==> config.mk <==
export PLATFORM = sky130hd
export DESIGN_NAME = collision_detector_flat
export DESIGN_NICKNAME = d
export VERILOG_FILES = /design/src/rtl/collision_detector_if.sv /design/src/rtl/collision_detector.sv /design/src/flat_wrapper.sv
export SDC_FILE = /design/constraint.sdc
export NUM_CORES = 1
export LEC_CHECK = 0
export BUFFER_PORTS_ARGS = -buffer_cell sky130_fd_sc_hd__buf_2
export CAP_MARGIN = 10
export CELL_PAD_IN_SITES_DETAIL_PLACEMENT = 1
export CELL_PAD_IN_SITES_GLOBAL_PLACEMENT = 1
export CORE_ASPECT_RATIO = 0.8
export CORE_MARGIN = 4
export CORE_UTILIZATION = 47
export CTS_CLUSTER_DIAMETER = 120
export DETAILED_ROUTE_END_ITERATION = 6
export HOLD_SLACK_MARGIN = 0.06
export PLACE_DENSITY_LB_ADDON = 0.1
export SLEW_MARGIN = 30
export SYNTH_ARGS = -nofsm -noshare
export SYNTH_HDL_FRONTEND = slang
export SYNTH_SLANG_ARGS = --single-unit
==> constraint.sdc <==
create_clock -name frame_Clk -period 5.8 [get_ports frame_Clk]
set_input_delay 0 -clock frame_Clk [delete_from_list [all_inputs] [get_ports frame_Clk]]
set_output_delay 0 -clock frame_Clk [all_outputs]
set_load 0.02 [all_outputs]
==> src/rtl/collision_detector_if.sv <==
// Per-frame obstacle/dinosaur geometry in, hit status and scores out.
// The draw stages and testbench drive the master side; the collision detector is the slave.
interface collision_detector_if;
  logic [1:0]         Game_State;
  logic signed [31:0] Dino_PosX;
  logic signed [31:0] Dino_PosY;
  logic signed [31:0] Ptero_PosX;
  logic signed [31:0] Ptero_PosY;
  logic               pt_off;
  logic signed [31:0] Cactus_PosX;
  logic signed [31:0] Cactus_PosY;
  logic signed [31:0] Cactus_SizeX;
  logic signed [31:0] Cactus_SizeY;
  logic               Dead;
  logic [1:0]         Hit_Type;
  logic               Restart_Ready;
  logic [15:0]        Score;
  logic [15:0]        Hi_Score;

  modport master (
    output Game_State, Dino_PosX, Dino_PosY, Ptero_PosX, Ptero_PosY, pt_off,
           Cactus_PosX, Cactus_PosY, Cactus_SizeX, Cactus_SizeY,
    input  Dead, Hit_Type, Restart_Ready, Score, Hi_Score
  );

  modport slave (
    input  Game_State, Dino_PosX, Dino_PosY, Ptero_PosX, Ptero_PosY, pt_off,
           Cactus_PosX, Cactus_PosY, Cactus_SizeX, Cactus_SizeY,
    output Dead, Hit_Type, Restart_Ready, Score, Hi_Score
  );
endinterface

==> src/rtl/collision_detector.sv <==
// Per-frame hitbox overlap test with multi-frame hit confirmation, death hold timer,
// and running / high score keeping.
module collision_detector #(
  parameter int          DINO_W         = 88,
  parameter int          DINO_H         = 94,
  parameter int          PTERO_W        = 92,
  parameter int          PTERO_H        = 80,
  parameter int          HIT_MARGIN     = 8,
  parameter int unsigned CONFIRM_FRAMES = 2,
  parameter int unsigned DEATH_HOLD     = 30,
  parameter int unsigned SCORE_DIV      = 6
) (
  input logic                 frame_Clk,
  input logic                 Reset,
  collision_detector_if.slave bus
);

  localparam int unsigned DivW  = (SCORE_DIV > 1) ? $clog2(SCORE_DIV) : 1;
  localparam int unsigned HoldW = $clog2(DEATH_HOLD + 1);

  localparam logic [DivW-1:0]  DivLast  = DivW'(SCORE_DIV - 1);
  localparam logic [HoldW-1:0] HoldMax  = HoldW'(DEATH_HOLD);
  localparam logic [4:0]       ConfirmN = 5'(CONFIRM_FRAMES);

  localparam logic signed [31:0] Margin = 32'(HIT_MARGIN);
  localparam logic signed [31:0] DinoW  = 32'(DINO_W);
  localparam logic signed [31:0] DinoH  = 32'(DINO_H);
  localparam logic signed [31:0] PteroW = 32'(PTERO_W);
  localparam logic signed [31:0] PteroH = 32'(PTERO_H);

  typedef enum logic [1:0] {StIdle, StRun, StPend, StDead} state_e;

  state_e state_q, state_d;

  logic [3:0]       hit_cnt_q;
  logic [DivW-1:0]  div_cnt_q;
  logic [HoldW-1:0] hold_cnt_q;
  logic [1:0]       hit_type_q;
  logic [15:0]      score_q, hi_score_q;

  // Margin-trimmed boxes; all arithmetic signed so off-screen (negative) X compares correctly.
  logic signed [31:0] dxlo, dxhi, dylo, dyhi;
  logic signed [31:0] pxlo, pxhi, pylo, pyhi;
  logic signed [31:0] cxlo, cxhi, cylo, cyhi;

  assign dxlo = bus.Dino_PosX + Margin;
  assign dxhi = bus.Dino_PosX + DinoW - Margin;
  assign dylo = bus.Dino_PosY + Margin;
  assign dyhi = bus.Dino_PosY + DinoH - Margin;
  assign pxlo = bus.Ptero_PosX + Margin;
  assign pxhi = bus.Ptero_PosX + PteroW - Margin;
  assign pylo = bus.Ptero_PosY + Margin;
  assign pyhi = bus.Ptero_PosY + PteroH - Margin;
  assign cxlo = bus.Cactus_PosX + Margin;
  assign cxhi = bus.Cactus_PosX + bus.Cactus_SizeX - Margin;
  assign cylo = bus.Cactus_PosY + Margin;
  assign cyhi = bus.Cactus_PosY + bus.Cactus_SizeY - Margin;

  logic ov_p, ov_c, ov;
  assign ov_p = !bus.pt_off && (dxlo < pxhi) && (pxlo < dxhi) && (dylo < pyhi) && (pylo < dyhi);
  assign ov_c = (bus.Cactus_SizeX > 32'sd0) &&
                (dxlo < cxhi) && (cxlo < dxhi) && (dylo < cyhi) && (cylo < dyhi);
  assign ov   = ov_p | ov_c;

  logic run_req, stop_req, hit_last, restart_ready;
  assign run_req       = (bus.Game_State == 2'b01);
  assign stop_req      = (bus.Game_State[1] == bus.Game_State[0]);
  assign hit_last      = (({1'b0, hit_cnt_q} + 5'd1) == ConfirmN);
  assign restart_ready = (state_q == StDead) && (hold_cnt_q == HoldMax);

  always_ff @(posedge frame_Clk or posedge Reset) begin
    if (Reset) state_q <= StIdle;
    else       state_q <= state_d;
  end

  always_comb begin
    state_d = state_q;
    unique case (state_q)
      StIdle: if (run_req) state_d = StRun;
      StRun: begin
        if (!run_req)  state_d = StIdle;
        else if (ov)   state_d = (CONFIRM_FRAMES == 1) ? StDead : StPend;
      end
      StPend: begin
        if (!run_req)     state_d = StIdle;
        else if (!ov)     state_d = StRun;
        else if (hit_last) state_d = StDead;
      end
      StDead: if (stop_req && restart_ready) state_d = StIdle;
      default: state_d = StIdle;
    endcase
  end

  logic start, advance, enter_dead;
  assign start      = (state_q == StIdle) && (state_d == StRun);
  assign enter_dead = (state_q != StDead) && (state_d == StDead);
  // Score ticks on frames that remain in play; the confirming (death) edge freezes it.
  assign advance    = ((state_q == StRun) && (state_d == StRun)) ||
                      ((state_q == StPend) && ((state_d == StRun) || (state_d == StPend)));

  always_ff @(posedge frame_Clk or posedge Reset) begin
    if (Reset) begin
      hit_cnt_q  <= '0;
      div_cnt_q  <= '0;
      hold_cnt_q <= '0;
      hit_type_q <= 2'b00;
      score_q    <= '0;
      hi_score_q <= '0;
    end else begin
      if (start) begin
        score_q    <= '0;
        div_cnt_q  <= '0;
        hit_cnt_q  <= '0;
        hit_type_q <= 2'b00;
      end else if (advance) begin
        if (div_cnt_q == DivLast) begin
          div_cnt_q <= '0;
          if (score_q != 16'hFFFF) score_q <= score_q + 16'd1;
        end else begin
          div_cnt_q <= div_cnt_q + 1'b1;
        end
      end

      if ((state_q == StRun) && (state_d == StPend))       hit_cnt_q <= 4'd1;
      else if ((state_q == StPend) && (state_d == StPend)) hit_cnt_q <= hit_cnt_q + 4'd1;
      else if ((state_q == StPend) && (state_d == StRun))  hit_cnt_q <= 4'd0;

      if (enter_dead) begin
        hit_type_q <= {ov_p, ov_c};
        hold_cnt_q <= '0;
        if (score_q > hi_score_q) hi_score_q <= score_q;
      end else if ((state_q == StDead) && (hold_cnt_q != HoldMax)) begin
        hold_cnt_q <= hold_cnt_q + 1'b1;
      end
    end
  end

  always_comb begin
    bus.Dead          = (state_q == StDead);
    bus.Restart_Ready = restart_ready;
    bus.Hit_Type      = hit_type_q;
    bus.Score         = score_q;
    bus.Hi_Score      = hi_score_q;
  end

endmodule
==> src/flat_wrapper.sv <==
// flat-port wrapper written by rule: the top's interface ports become plain ports
module collision_detector_flat 
#(
  parameter int          DINO_W         = 88,
  parameter int          DINO_H         = 94,
  parameter int          PTERO_W        = 92,
  parameter int          PTERO_H        = 80,
  parameter int          HIT_MARGIN     = 8,
  parameter int unsigned CONFIRM_FRAMES = 2,
  parameter int unsigned DEATH_HOLD     = 30,
  parameter int unsigned SCORE_DIV      = 6
)
  (frame_Clk, Reset, bus_Game_State, bus_Dino_PosX, bus_Dino_PosY, bus_Ptero_PosX, bus_Ptero_PosY, bus_pt_off, bus_Cactus_PosX, bus_Cactus_PosY, bus_Cactus_SizeX, bus_Cactus_SizeY, bus_Dead, bus_Hit_Type, bus_Restart_Ready, bus_Score, bus_Hi_Score);
  collision_detector_if bus_i ();
  input logic frame_Clk;
  input logic Reset;
  input wire logic [$bits(bus_i.Game_State)-1:0] bus_Game_State;
  input wire logic [$bits(bus_i.Dino_PosX)-1:0] bus_Dino_PosX;
  input wire logic [$bits(bus_i.Dino_PosY)-1:0] bus_Dino_PosY;
  input wire logic [$bits(bus_i.Ptero_PosX)-1:0] bus_Ptero_PosX;
  input wire logic [$bits(bus_i.Ptero_PosY)-1:0] bus_Ptero_PosY;
  input wire logic [$bits(bus_i.pt_off)-1:0] bus_pt_off;
  input wire logic [$bits(bus_i.Cactus_PosX)-1:0] bus_Cactus_PosX;
  input wire logic [$bits(bus_i.Cactus_PosY)-1:0] bus_Cactus_PosY;
  input wire logic [$bits(bus_i.Cactus_SizeX)-1:0] bus_Cactus_SizeX;
  input wire logic [$bits(bus_i.Cactus_SizeY)-1:0] bus_Cactus_SizeY;
  output wire logic [$bits(bus_i.Dead)-1:0] bus_Dead;
  output wire logic [$bits(bus_i.Hit_Type)-1:0] bus_Hit_Type;
  output wire logic [$bits(bus_i.Restart_Ready)-1:0] bus_Restart_Ready;
  output wire logic [$bits(bus_i.Score)-1:0] bus_Score;
  output wire logic [$bits(bus_i.Hi_Score)-1:0] bus_Hi_Score;
  assign bus_i.Game_State = bus_Game_State;
  assign bus_i.Dino_PosX = bus_Dino_PosX;
  assign bus_i.Dino_PosY = bus_Dino_PosY;
  assign bus_i.Ptero_PosX = bus_Ptero_PosX;
  assign bus_i.Ptero_PosY = bus_Ptero_PosY;
  assign bus_i.pt_off = bus_pt_off;
  assign bus_i.Cactus_PosX = bus_Cactus_PosX;
  assign bus_i.Cactus_PosY = bus_Cactus_PosY;
  assign bus_i.Cactus_SizeX = bus_Cactus_SizeX;
  assign bus_i.Cactus_SizeY = bus_Cactus_SizeY;
  assign bus_Dead = bus_i.Dead;
  assign bus_Hit_Type = bus_i.Hit_Type;
  assign bus_Restart_Ready = bus_i.Restart_Ready;
  assign bus_Score = bus_i.Score;
  assign bus_Hi_Score = bus_i.Hi_Score;
  collision_detector #(.DINO_W(DINO_W), .DINO_H(DINO_H), .PTERO_W(PTERO_W), .PTERO_H(PTERO_H), .HIT_MARGIN(HIT_MARGIN), .CONFIRM_FRAMES(CONFIRM_FRAMES), .DEATH_HOLD(DEATH_HOLD), .SCORE_DIV(SCORE_DIV)) u_core (.frame_Clk(frame_Clk), .Reset(Reset), .bus(bus_i));
endmodule
==> impl_metrics.toml, run 1 <==
[synthesis]
synth_seq_area_share_pct = 6.923
synthFlopType = "dfrtp_1"
synth_common_cells = "ha_1, inv_1, xnor2_1"
ys_async_sr_fraction_pct = 100.0
synth_most_common_cell = "ha_1"
synthTopCellsByArea = "ha_1, xnor2_1, xor2_1, dfrtp_1, inv_1"
avgSynthCellArea_um2 = 7.402
yosysTopAreaCell = "ha_1"
synth-seq-cells = 48
syn_inst = 2344
yosysWarnings = 0
synth_edf_count = 0
synthDistinctLibCells = 79
yosysTopAreaCellShare_pct = 29.28
syn_nets = 3013
syn-cell-area_um2 = 17350

[clocking]
cts_inserted_buffers = 5
clkSinkCount = 48
cts_max_level = 2
cts_buffer_depth = 2
cts-root-buf = "clkbuf_16"

[timing]
endpoint_type = "register input"
crit_endpoint = "u_core.bus.Score[11]$_DFFE_PP0P_/D"

[die]
initial_core_util_pct = 47.99
die_w_um = 222.8
die_y_um = 179.8
io_pins = 297
rows = 62

[outcome]
error = "[ERROR GRT-0232] Routing congestion too high. Check the congestion heatmap in the GUI."
stop_stage = "5_1_grt"
status = "aborted with a tool error"

[placement]
buffer_ports.inserted = 296
routabilityCongestion = 1.000
hpwlAfterDp_mm = 74.32
place_ws_ns = -1.855
placed_cell_area_um2 = 23310

[grt]
overflow = 1700
grt_max_degree = 49
grt_use_total_pct = 89.17
## metrics by stage
| stage | utilization, % | hold slack [ns] | cells |
|---|---|---|---|
| after CTS | 66.37 | 0.3774 | 3633 |
| after detailed placement | 64.49 | 0.1241 | 3607 |
| after global placement | 64.49 | 0.2965 | 3607 |
| after floorplan | - | 0.3158 | 2344 |
## layer usage
| layer | overflow | global-route usage [%] |
|---|---|---|
| met3 | 13 | 71.51 |
| met5 | 2 | 35.96 |
| met4 | 465 | 101.7 |
| met2 | 1187 | 109.4 |
| met1 | 33 | 82.90 |
## logic make-up after synthesis
logic type / after synthesis / share of synthesized area, %
AO/OA/AOI/OAI: 437 / 16.56
XOR/XNOR: 339 / 17.11
adder cells (fa/ha/maj): 408 / 29.51
buffers and inverters: 344 / 7.443
flip-flops: 48 / 6.923
multiplexers: 18 / 1.147
AND/OR/NAND/NOR: 750 / 21.30
## repair_timing
action / in CTS
hold endpoints to repair: 48
endpoints found under the setup margin: 46
buffers inserted: 17
gates resized for setup: 90
pin swaps: 30
hold buffers: 1
gates cloned: 2
==> run 2, diff against run 1 <==
Settings changed: CELL_PAD_IN_SITES_DETAIL_PLACEMENT 1 to not set, CELL_PAD_IN_SITES_GLOBAL_PLACEMENT 1 to not set, CORE_ASPECT_RATIO 0.8 to not set, CORE_UTILIZATION 47 to 40, CTS_CLUSTER_DIAMETER 120 to not set, HOLD_SLACK_MARGIN 0.06 to not set, PLACE_DENSITY_LB_ADDON 0.1 to 0.15.
==> run 2 against run 1 <==
  * The flow now finishes, with violations (negative setup slack)
  * Area after synthesis stayed put
  * Synthesized cell count stayed put
==> impl_metrics.toml, run 2 <==
[timing]
fmaxAchievable_mhz = 157.1
fin_crit_ns = 6.365
finalMaxSlewViolations = 0
setup_viol = 34
rsz0062_at_grt = "true"
timing.final.crit_share_pct = 109.7
tightest_slew_ns = 0.6576
hold_slack_ns = 0.2971
finalWorstSetupSlack_ns = -0.5652
final-hold-violation-count = 0
relSlewSlack_pct = 55.61
clock_skew_ns = 0.007953

[finish]
area_delta_synth_final_pct = 40.20
final_nets = 3825
layout-drive-gt1-share_pct = 30.28
layout_commonest_cell = "buf_4"
final_cell_mix = "buf_4, ha_1, buf_2, inv_1, xnor2_1"
final_cells = 3753

[route]
drtAntennaViolNets = 0
met2RoutedLength_mm = 30.16
wl_met1_mm = 26.65
vias = 19210
remaining_drc_errors = 0
drt_iter0_drc = 796
wire_per_inst_um = 16.21
vias_per_cell = 5.119
finalWirelength_mm = 60.85
wl_met3_mm = 2.403
dr.max_layer_used = "met5"
drt_pass1_iterations = 5

[synthesis]
yosysWarnings = 0
synthTopCellsByArea = "ha_1, xnor2_1, xor2_1, dfrtp_1, inv_1"
synth_top_family_by_area = "adder cells"
yosysTopAreaCell = "ha_1"
synth_most_common_cell = "ha_1"
synth_xor_area_share_pct = 17.11
syn_inst = 2344
synth-compound-area-share_pct = 16.56
synthDistinctLibCells = 79
ys_async_sr_fraction_pct = 100.0
synth_seq_area_share_pct = 6.923
muxShareOfSynthArea_pct = 1.147
synth-seq-cells = 48
synthFlopType = "dfrtp_1"
synth_edf_count = 0
synth-simple-area-share_pct = 21.30
syn_nets = 3013
yosys.area_share.adder_pct = 29.51
syn-cell-area_um2 = 17350
synth_common_cells = "ha_1, inv_1, xnor2_1"
avgSynthCellArea_um2 = 7.402
yosysTopAreaCellShare_pct = 29.28

[clocking]
clkSinkCount = 48
cts_tree = "done"
cts-root-buf = "clkbuf_16"
worstSkewPairLatency_ns = 0.29
cts_inserted_buffers = 5
cts_max_level = 2
clk_pin_slew_ns = 0.07
cts_buffer_depth = 2

[grt]
grt_max_degree = 49
grt_pass1_vias = 19632
antenna_found_initial = 13
overflow = 0
grt_pass1_wl_mm = 96.13
grt_use_total_pct = 24.87

[worst_setup_path]
reg2reg_depth = 11
cp_max_fo = 4
crit_path_top_delay_cell = "or4_4"
end_kind = "register"
critPathRequiredTime_ns = 6.02
worst_ep_arrival_time_ns = 6.59
cp.depth = 33
cpLargestDelayFamily = "compound AO/OA/AOI/OAI gates"
crit_path_start_kind = "primary input"
max_stage_delay_ns = 0.42
critical_path_class = "primary input to register"
path_buf_inv = 1

[worst_hold_path]
hold_depth = 4
min_path_type = "primary input to register"

[placement]
routabilityCongestion = 0.9444
hpwlAfterDp_mm = 53.41
buffer_ports.inserted = 296
dp_cells = 3695

[pwr]
p_per_area_nw_per_um2 = 127.8
vdd_drop_max_v = 0.0001010
p_leak_nw = 12.67

[outcome]
status = "complete, but fails checks"
violations = "negative setup slack"

[die]
rows = 76
floorplan.die_area_um2 = 46770
io_pins = 297
die_w_um = 216.3
die_y_um = 216.3
initial_core_util_pct = 40.36
coreArea_um2 = 42980

[job]
maxCapViolCount = 0
## run 2: cell counts after synthesis
Identical to the previous run, type by type.
## run 2: logic make-up (layout without fill, tap and decap cells)
group | count (synthesis) | count (layout)
flip-flops | 48 | 48
multiplexers | 18 | 18
XOR/XNOR | 339 | 339
buffers and inverters | 344 | 1157
other | 0 | 11
AO/OA/AOI/OAI | 437 | 437
adder cells (fa/ha/maj) | 408 | 408
AND/OR/NAND/NOR | 750 | 750
## run 2: layout make-up
type                            count  area, um2
Antenna cell                       11      27.53
Clock buffer                        6      138.9
Clock inverter                      2      38.79
Fill cell                        4034      18660
Inverter                          306       1149
Multi-Input combinational cell   1952      15350
Sequential cell                    48       1201
Tap cell                          585      732.0
Timing Repair Buffer              843       5690
## run 2: per-layer routing
layer / global-route usage (%) / up-vias
li1: - / 9867
met1: 31.35 / 8862
met2: 46.06 / 392
met3: 1.626 / 85
met4: 6.315 / 4
met5: 0 / -
## run 2: timing repair
action / CTS / global route
setup endpoints to repair: 40 / 46
cloned: 2 / 0
setup buffers: 34 / 5
hold buffers: 1 / 0
endpoints found under the hold margin: 48 / 0
gates resized for setup: 64 / 49
pin swaps: 32 / 23
## run 2: per-stage QoR
step | area, um2 | power (mW) | util, % | worst slack, ns | TNS, ns
after global routing | 24320 | 3.418 | 56.57 | -0.9553 | -21.83
after floorplan | 17420 | 1.682 | - | -0.8412 | -6.953
final | 24320 | 3.109 | 56.59 | -0.5652 | -7.812
after global placement | 23310 | 2.545 | 54.24 | -1.293 | -27.06
after CTS | 24070 | 3.053 | 56.00 | -0.7263 | -14.24
after detailed placement | 23310 | 2.607 | 54.24 | -1.443 | -33.54
## run 2: worst paths after layout
check                                                 from                                 end  slack [ns]
max                                    bus_Cactus_SizeY[1]    u_core.bus.Score[13]$_DFFE_PP0P_       -0.57
min                                      bus_Game_State[0]         u_core.state_q[0]$_DFF_PP0_        0.30
max reg2reg                    u_core.state_q[0]$_DFF_PP0_    u_core.bus.Score[13]$_DFFE_PP0P_        2.59
min reg2reg                u_core.hit_cnt_q[3]$_DFFE_PP0P_     u_core.hit_cnt_q[3]$_DFFE_PP0P_        0.50
max in group asynchronous                            Reset  u_core.bus.Hi_Score[7]$_DFFE_PP0P_        4.96
min in group asynchronous                            Reset  u_core.bus.Hi_Score[8]$_DFFE_PP0P_        0.42
## run 2: report_power, final
part	leakage [nW]	internal [mW]	total, mW	switching (mW)
logic	11.9	1.19	2.36	1.17
registers	0.641	0.364	0.410	0.0457
clock network	0.0871	0.216	0.342	0.126
total	12.7	1.77	3.11	1.34
## run 2: tightest hold or removal path: cells and delay by family
family,cells,cell delay (ns)
adders and majority gates,1,0.20
AOI/OAI and AO/OA,1,0.11
buffers and inverters,2,0.24
Power figures use the tool's default switching activity.
==> run 3, diff against run 2 <==
Settings changed: BUFFER_PORTS_ARGS -buffer_cell sky130_fd_sc_hd__buf_2 to not set, DONT_BUFFER_PORTS set to 1.
==> run 3 against run 2 <==
  * The flow still finishes with violations (negative setup slack)
  * Worst setup slack gained 0.18 ns
  * Flip-flop and latch count did not move
  * Utilization is 7.4 points lower
  * Fmax increased by 3.0%
  * Global-route usage shrank 1.4 points
  * Wire length is 5.6% lower
  * Critical path depth shrank 1
  * Sequential power about the same
  * Final area down 13%
  * Sequential share of layout area increased by 0.74 points
  * Combinational power shrank 14%
  * Clock skew decreased by 0.0034 ns
  * Largest power group unchanged
  * Highest routed layer is now met4
==> impl_metrics.toml, run 3 (synthesis gave the netlist of run 2 again) <==
[outcome]
status = "complete, but fails checks"
violations = "negative setup slack"

[placement]
dp_cells = 3200
hpwlAfterDp_mm = 51.14
place_ws_ns = -1.307
buffer_ports.inserted = 0
placed_cell_area_um2 = 20340
routabilityCongestion = 0.9575

[finish]
layout_commonest_cell = "ha_1"
final.fill_count = 4318
final_nets = 3311
fin_util_pct = 49.18
area_delta_synth_final_pct = 21.83
layout-drive-gt1-share_pct = 16.70
ff_latch_area_um2 = 1201
design_area_um2 = 21140
multiInputGateArea_um2 = 15380
final_cell_mix = "ha_1, buf_4, inv_1, xnor2_1, nand2_1"
final_cells = 3227

[clocking]
worstSkewPairLatency_ns = 0.28
cts_tree = "done"
cts_max_level = 2
clk_pin_slew_ns = 0.06
cts_buffer_depth = 2
cts-root-buf = "clkbuf_16"
clkSinkCount = 48
cts_inserted_buffers = 5

[die]
coreArea_um2 = 42980
rows = 76
initial_core_util_pct = 40.36
die_y_um = 216.3
die_w_um = 216.3
io_pins = 297
floorplan.die_area_um2 = 46770

[timing]
relSlewSlack_pct = 58.41
fin_crit_ns = 6.181
setup_viol = 16
finalWorstSetupSlack_ns = -0.3813
timing.final.crit_share_pct = 106.6
finalMaxSlewViolations = 0
fmaxAchievable_mhz = 161.8
final-hold-violation-count = 0
hold_slack_ns = 0.2041
tightest_slew_ns = 0.6238
rsz0062_at_grt = "true"
clock_skew_ns = 0.004589
setup_tns_ns = -3.707

[pwr]
p_per_area_nw_per_um2 = 130.3
vdd_drop_max_v = 0.0001071
power_mw = 2.754
p_leak_nw = 10.36

[worst_setup_path]
cpLargestDelayFamily = "compound AO/OA/AOI/OAI gates"
end_kind = "register"
critPathRequiredTime_ns = 6.02
crit_path_start_kind = "primary input"
critical_path_class = "primary input to register"
crit_path_top_delay_cell = "or4_4"
worst_ep_arrival_time_ns = 6.40
path_buf_inv = 0
cp_max_fo = 4
max_stage_delay_ns = 0.42

[route]
drtAntennaViolNets = 0
vias = 17192
drt_pass1_iterations = 5
finalWirelength_mm = 57.45
remaining_drc_errors = 0
drt_iter0_drc = 709
wire_per_inst_um = 17.80
vias_per_cell = 5.328

[grt]
antenna_found_initial = 1
grt_pass1_wl_mm = 89.37
grt_max_degree = 49
grt_pass1_vias = 17453
overflow = 0
grt_use_total_pct = 23.49

[job]
maxCapViolCount = 0

[worst_hold_path]
min_path_type = "primary input to register"
[run 3: area by class of cell]
| type | instances | area share [%] |
|---|---|---|
| clock inverters | 1 | 0.1421 |
| diodes | 1 | 0.01184 |
| repair buffers | 329 | 11.93 |
| flip-flops and latches | 48 | 5.683 |
| well taps | 585 | 3.463 |
| multi-input cells | 1952 | 72.75 |
| inverters | 306 | 5.434 |
| clock buffers | 5 | 0.5920 |
[run 3: what timing repair did]
| item | in CTS | in global routing |
|---|---|---|
| pin swaps | 37 | 27 |
| resized for setup | 39 | 55 |
| hold buffers | 1 | 0 |
| gates cloned | 1 | 1 |
| buffers inserted | 14 | 7 |
| setup endpoints to repair | 39 | 45 |
| endpoints found under the hold margin | 48 | 0 |
[run 3: final timing paths]
kind                                            startpoint                          endpoint  slack (ns)  cells past startpoint
hold reg to reg            u_core.hit_cnt_q[3]$_DFFE_PP0P_   u_core.hit_cnt_q[3]$_DFFE_PP0P_        0.49                      1
min in group asynchronous                            Reset  u_core.hold_cnt_q[1]$_DFFE_PP0P_        0.33                      3
setup / recovery                       bus_Cactus_SizeY[1]  u_core.bus.Score[13]$_DFFE_PP0P_       -0.38                     32
max in group asynchronous                            Reset   u_core.div_cnt_q[2]$_DFFE_PP0P_        5.05                      3
hold / removal                           bus_Game_State[0]       u_core.state_q[0]$_DFF_PP0_        0.20                      3
setup reg to reg               u_core.state_q[0]$_DFF_PP0_  u_core.bus.Score[13]$_DFFE_PP0P_        2.38                     11
[run 3: metal layers]
| metal | up-vias | track usage, % | wire (um) |
|---|---|---|---|
| met5 | - | 0 | 0 |
| li1 | 8822 | - | - |
| met1 | 7888 | 27.81 | 24010 |
| met4 | 0 | 6.678 | 1890 |
| met3 | 92 | 5.721 | 3844 |
| met2 | 390 | 42.20 | 27710 |
[run 3: worst register-to-register path, stage by stage, from the launching register on]
cell and delay [ns]:
dfrtp_1 0.70, nand2_1 0.25, nor2_1 0.53, a22o_1 0.29, ha_4 0.22, nor3_4 0.14
o21ai_2 0.10, a2111oi_4 0.22, o211ai_1 0.14, or2_4 0.26, or3_4 0.37, a21oi_2 0.13
[run 3: report_power, final]
part	total [mW]	internal (mW)	switching, mW
clock	0.315	0.199	0.116
combinational	2.03	1.01	1.02
sequential	0.407	0.364	0.0428
total	2.75	1.58	1.18
